$ cat src/rtl/reg_pipeline_pkg.sv
// Shared defaults and the occupancy-width helper for reg_pipeline.
package reg_pipeline_pkg;

    localparam int DEF_WIDTH     = 8;
    localparam int DEF_DEPTH     = 4;
    localparam int DEF_RESET_VAL = 0;

    function automatic int occ_width(input int depth);
        return (depth < 1) ? 1 : $clog2(depth + 1);
    endfunction

endpackage

$ cat src/rtl/reg_pipeline_stage.sv
// One pipeline stage: valid flag, data register and local ready term.
module reg_pipeline_stage
    import reg_pipeline_pkg::*;
#(
    parameter int               WIDTH     = DEF_WIDTH,
    parameter logic [WIDTH-1:0] RESET_VAL = '0
) (
    input  logic             clk,
    input  logic             rst,
    input  logic             flush,
    input  logic             up_valid,
    input  logic [WIDTH-1:0] up_data,
    input  logic             down_ready,
    output logic             valid,
    output logic [WIDTH-1:0] data
);

    logic ready;
    logic take;

    assign ready = ~valid | down_ready;
    // Flush blocks every load so no register toggles during the clear.
    assign take  = up_valid & ready & ~flush;

    always_ff @(posedge clk) begin
        if (rst) begin
            valid <= 1'b0;
            data  <= RESET_VAL;
        end else if (flush) begin
            valid <= 1'b0;
        end else begin
            valid <= take | (valid & ~down_ready);
            if (take) data <= up_data;
        end
    end

endmodule

$ cat src/rtl/reg_pipeline.sv
// Bubble-collapsing valid/ready register pipeline of DEPTH stages.
// Define REG_PIPELINE_COUNT_EN to add the registered occupancy output.
module reg_pipeline
    import reg_pipeline_pkg::*;
#(
    parameter int               WIDTH     = DEF_WIDTH,
    parameter int               DEPTH     = DEF_DEPTH,
    parameter logic [WIDTH-1:0] RESET_VAL = WIDTH'(DEF_RESET_VAL)
) (
    input  logic             clk,
    input  logic             rst,
    input  logic             flush,
    input  logic             in_valid,
    output logic             in_ready,
    input  logic [WIDTH-1:0] in_data,
    output logic             out_valid,
    input  logic             out_ready,
    output logic [WIDTH-1:0] out_data
`ifdef REG_PIPELINE_COUNT_EN
    ,
    output logic [occ_width(DEPTH)-1:0] occupancy
`endif
);

    logic [DEPTH-1:0]            vld;
    logic [DEPTH-1:0][WIDTH-1:0] dat;
    logic [DEPTH-1:0]            down_rdy;
    logic                        head_rdy;

    // Ready ripples back from the output; a stage is ready if it or any later stage has room.
    always_comb begin : ready_chain
        logic acc;
        down_rdy = '0;
        acc      = out_ready;
        for (int i = DEPTH - 1; i >= 0; i--) begin
            down_rdy[i] = acc;
            acc         = ~vld[i] | acc;
        end
        head_rdy = acc;
    end

    for (genvar i = 0; i < DEPTH; i++) begin : g_stage
        logic             up_v;
        logic [WIDTH-1:0] up_d;

        if (i == 0) begin : g_head
            assign up_v = in_valid;
            assign up_d = in_data;
        end else begin : g_body
            assign up_v = vld[i-1];
            assign up_d = dat[i-1];
        end

        reg_pipeline_stage #(
            .WIDTH     (WIDTH),
            .RESET_VAL (RESET_VAL)
        ) u_stage (
            .clk        (clk),
            .rst        (rst),
            .flush      (flush),
            .up_valid   (up_v),
            .up_data    (up_d),
            .down_ready (down_rdy[i]),
            .valid      (vld[i]),
            .data       (dat[i])
        );
    end

    assign in_ready  = head_rdy;
    assign out_valid = vld[DEPTH-1];
    assign out_data  = dat[DEPTH-1];

`ifdef REG_PIPELINE_COUNT_EN
    localparam int OW = occ_width(DEPTH);

    logic [OW-1:0] cnt;
    logic          acc_in;
    logic          acc_out;

    assign acc_in  = in_valid & head_rdy & ~flush;
    assign acc_out = out_valid & out_ready;

    always_ff @(posedge clk) begin
        if (rst || flush) begin
            cnt <= '0;
        end else if (acc_in && !acc_out) begin
            cnt <= cnt + OW'(1);
        end else if (!acc_in && acc_out) begin
            cnt <= cnt - OW'(1);
        end
    end

    assign occupancy = cnt;
`endif

endmodule

$ cat config.mk
export PLATFORM = sky130hd
export DESIGN_NAME = reg_pipeline
export DESIGN_NICKNAME = d
export VERILOG_FILES = /design/src/rtl/reg_pipeline_pkg.sv /design/src/rtl/reg_pipeline_stage.sv /design/src/rtl/reg_pipeline.sv
export SDC_FILE = /design/constraint.sdc
export NUM_CORES = 1
export LEC_CHECK = 0
export CORE_ASPECT_RATIO = 1.5
export CORE_MARGIN = 3
export CORE_UTILIZATION = 40
export CTS_CLUSTER_SIZE = 25
export DETAILED_ROUTE_END_ITERATION = 6
export PLACE_DENSITY_LB_ADDON = 0.08
export SETUP_SLACK_MARGIN = 0.05
export SLEW_MARGIN = 20
export SYNTH_ARGS = -nofsm -noshare
export SYNTH_HDL_FRONTEND = slang
export SYNTH_SLANG_ARGS = --single-unit
$ cat constraint.sdc
create_clock -name clk -period 1.9 [get_ports clk]
set_clock_uncertainty 0.2 [all_clocks]
set_input_delay 0.38 -clock clk [delete_from_list [all_inputs] [get_ports clk]]
set_output_delay 0.38 -clock clk [all_outputs]
set_load 0.05 [all_outputs]
### After elaboration in Yosys (flattened, before gate mapping)

Cells that the tools add are included.
W data, S select, Z words.

* register bits after elaboration: 36
* word-level logic and storage cells: 42
* output and inout port bits: 10
* input bits: 13

* bitwise operators: 29
* reduce and logical (&&, ||, !) cells: 5

Operators by type and width (number)
* $and A1 B1 Y1: 12
* $not A1 Y1: 9
* $or A1 B1 Y1: 8
* $reduce_and A2 Y1: 4
* $reduce_or A2 Y1: 1

### Longest topological paths before layout

Gate-level depths: netlist of the first run.

* depth in word-level cells: 8
* gate-level depth with buffers: 5

### Cells and area by module

From an unflattened synthesis of the first run, not the netlist that was laid out.

* cell total of the unflattened synthesis: 161
* area, all modules: 1674.1 µm²

Modules (own cells, without submodules)
* reg_pipeline_stage: area an instance 410.4 µm², seq. area each 180.2 µm², cells an instance 39, instances 4
* reg_pipeline: area an instance 32.5 µm², seq. area each 0.0 µm², cells an instance 5, instances 1

### Worst setup path before layout of the first run

No wires, ideal clock.

* path type: register to output
* start: reg g_stage[3].u_stage.valid
* end: out in_ready
* cell stages (with the launch flop): 4
* buffers on the path: 1
* setup slack: -0.061 ns
* data arrival time: 1.381 ns
* cells stage by stage: dfxtp_1 > and4b_1 > buf_6 > nand2_1

* longest elaborated chain between the ends: 5

Ends and longest elaborated chain
* start, declared: RTL line reg_pipeline_stage.sv:14 `output logic valid,`
* start signal, assigned: RTL line reg_pipeline_stage.sv:32 `valid <= take | (valid & ~down_ready);`
* $not A1 Y1: RTL line reg_pipeline.sv:37 `acc = ~vld[i] | acc;`
* $or A1 B1 Y1 (4 in series): RTL line reg_pipeline.sv:37
* end, declared: RTL line reg_pipeline.sv:14 `output logic in_ready,`

Every way passes these cells.

### Worst setup path in the final report of the first run

* start: in out_ready
* end: out in_ready

* longest elaborated chain between the ends: 4

Ends and longest elaborated chain
* start, declared: RTL line reg_pipeline.sv:17 `input logic out_ready,`
* $or A1 B1 Y1 (4 in series): RTL line reg_pipeline.sv:37

Every way passes these cells.

==> results of run 1 <==
## state kept, by name, indices dropped and copies added (netlist names)
register	count
g_stage.u_stage.data	32
g_stage.u_stage.valid	4
## synthesized netlist by cell type (all sizes together)
cell     instances  area [µm²]
dfxtp           36         721
nand3            8        40.0
buf              9        52.6
nor3            12        60.1
nor2b            3        18.8
a211o            1        8.76
nand2b          27         169
nand4b           1        15.0
a2111oi          8        70.1
inv              9        33.8
a21oi           10        50.1
clkbuf           6        23.8
or3              8        50.1
o21ai            8        40.0
mux2i           16         160
and4b            1        10.0
nand3b           1        7.51
nand2            9        33.8
nor2            10        37.5
## power by group
group | leakage (nW) | switching (W) | internal (W) | total [W]
clock | 0.0410 | 0.000250 | 0.000249 | 0.000499
sequential | 0.293 | 0.00000896 | 0.000764 | 0.000773
combinational | 0.559 | 0.0000403 | 0.0000563 | 0.0000966
total | 0.893 | 0.000300 | 0.00107 | 0.00137
## worst register-to-register path: cells and delay by family, from the launching register on
kind | cells | cell delay (ns)
AO/OA/AOI/OAI | 1 | 0.42
AND/OR/NAND/NOR | 2 | 0.36
buffers and inverters | 2 | 0.27
flip-flops | 1 | 0.36
## worst paths after layout
kind | end | startpoint | cells past startpoint
setup / recovery | in_ready | out_ready | 5
hold / removal | g_stage[3].u_stage.data[7] | g_stage[2].u_stage.data[7] | 2
setup reg to reg | g_stage[0].u_stage.data[4] | g_stage[3].u_stage.valid | 5
hold reg to reg | g_stage[3].u_stage.data[7] | g_stage[2].u_stage.data[7] | 2
## logic make-up (layout without fill, tap and decap cells)
kind of cell    after synthesis  count (layout)  synth area share, %
simple gates                 80              80                 27.6
flops                        36              36                 45.0
compound gates               27              27                 10.5
buf+inv                      24              53                 6.87
mux                          16              16                 10.0
## per-layer routing
metal | track usage [%] | up-vias | share of wire [%]
met1 | 16.1 | 598 | 43
met3 | 4.64 | 2 | 4.1
met2 | 24.0 | 25 | 52
met4 | 5.27 | 0 | 0.70
met5 | 0 | - | 0
li1 | - | 682 | -
## per-stage QoR
step	setup TNS, ns	power [W]
6_report	0	0.00137
5_1_grt	0	0.00143
4_1_cts	0	0.00139
2_1_floorplan	0	0.000841
3_5_place_dp	-2.35	0.000889
3_3_place_gp	-1.62	0.000886
## what timing repair did
item | CTS | global route
pin swaps | 0 | 0
gates resized for setup | 4 | 2
buffers inserted | 1 | 0
endpoints found under the setup margin | 2 | 1
## cell type report
cell class | instances | share of cell area [%]
clock buffers | 6 | 3.58
clock inverters | 1 | 0.247
inverters | 9 | 1.67
multi-input cells | 123 | 38.1
flip-flops and latches | 36 | 35.9
well taps | 43 | 2.66
repair buffers | 37 | 17.9
## placed cells by master (no fill, tap or decap), drive strengths merged
master	n
a2111oi	8
a211o	1
a21oi	10
and4b	1
buf	25
clkbuf	6
clkdlybuf4s15	1
clkdlybuf4s50	11
clkinv	1
dfxtp	36
inv	9
mux2i	16
nand2	9
nand2b	27
nand3	8
nand3b	1
nand4b	1
nor2	10
nor2b	3
nor3	12
o21ai	8
or3	8
==> impl_metrics.py, run 1 <==
metrics = {
    "yosys": {
        "avgSynthCellArea_um2": 8.75,
        "yosysSeqAreaShare_pct": 45.0,
        "yosysUniqueCellTypes": 23,
        "synthCells": 183,
        "netlist_area_mm2": 0.00160,
        "ys_warn_count": 0,
        "synth-seq-cells": 36,
        "syn_nets": 196,
    },
    "cts": {
        "path_clk_slew_ns": 0.07,
        "clockBufferDepth": 2,
        "cts_num_sinks": 36,
        "htreeDepth": 2,
        "ctsHoldBuffers": 0,
        "clock_latency_ns": 0.28,
        "cts_root_buf": "clkbuf_8",
        "cts_tree": "built",
        "cts_made_buffers": 5,
    },
    "floorplan": {
        "die_width_um": 57.7,
        "dieHeight_um": 83.5,
        "initial_utilization_pct": 42.7,
        "die_area_mm2": 0.00481,
        "fp.coreArea_mm2": 0.00375,
        "rows": 27,
        "pin_count": 23,
    },
    "finish": {
        "antenna-diode-count": 0,
        "fillCellCount": 348,
        "final_area_mm2": 0.00202,
        "multi_input_area_um2": 771,
        "drive_above_1_share_pct": 16.5,
        "area_growth_pct": 26.4,
        "stdcell_count": 255,
        "register_area_um2": 727,
        "final_util_pct": 54.0,
        "nets": 225,
    },
    "power": {
        "vdd_drop_max_mv": 0.403,
        "p_leak_nw": 0.893,
        "p_per_area_mw_per_mm2": 676,
    },
    "place": {
        "finalWeightedCongestion": 0.760,
        "post_dp_cell_area_mm2": 0.00193,
        "portBuffers": 22,
        "place_ws_ns": -0.254,
        "dp_cells": 247,
        "dp.final_hpwl_um": 2290,
    },
    "timing": {
        "worst_hold_slack_ns": 0.272,
        "setup_slack_ns": 0.0855,
        "fin_crit_ns": 1.81,
        "worstMarginPinSlew_ns": 0.420,
        "hold_viol": 0,
        "max_freq_ghz": 0.551,
        "drv_slew": 0,
        "slew_headroom_pct": 72.0,
        "fin_crit_sh_pct": 95.5,
        "setup_viol": 0,
        "rsz0062_at_grt": "no",
    },
    "drt": {
        "num_vias": 1307,
        "ant_nets": 0,
        "totalWireLength_um": 3130,
        "routed_via_density": 5.13,
        "drt_iter0_drc": 61,
        "wire_per_inst_um": 12.3,
        "drc": 0,
        "dr.pass1.iters": 4,
    },
    "setup_path": {
        "cp_slowest_cell": "and4b_1",
        "critPathLaunchType": "input pin",
        "cp_top_family": "buffers and inverters",
        "cp.required_ns": 1.32,
        "r2r_setup_slack_ns": 0.24,
        "cp_num_buf_inv": 3,
        "setup.worst_path.class": "input pin to primary output",
        "path_max_fanout": 4,
        "critPathMaxStageDelay_ns": 0.28,
        "cp_cell_sequence": "clkdlybuf4s15_1 > and4b_1 > buf_6 > nand2_1 > buf_12",
        "cp-end-kind": "primary output",
        "cp_data_arrival_time_ns": 1.23,
    },
    "global_routing": {
        "grt_pass1_wl_um": 5460,
        "grtUsageTotal_pct": 14.2,
        "grt_overflow_total": 0,
        "antenna_found_initial": 0,
        "grt_pass1_vias": 1256,
        "grt_max_degree": 30,
    },
    "outcome": {
        "status": "completed",
    },
    "min_path": {
        "holdCritPathClass": "flop to flop",
    },
    "run": {
        "cap_violations": 0,
    },
}
Note: power is estimated with default switching activity, not from simulation.
==> run 2, diff against run 1 <==
Settings changed: CTS_CLUSTER_DIAMETER set to 50.
==> results of run 2 <==
Same layout as run 1: the final DEF is identical, and so are final timing and power.
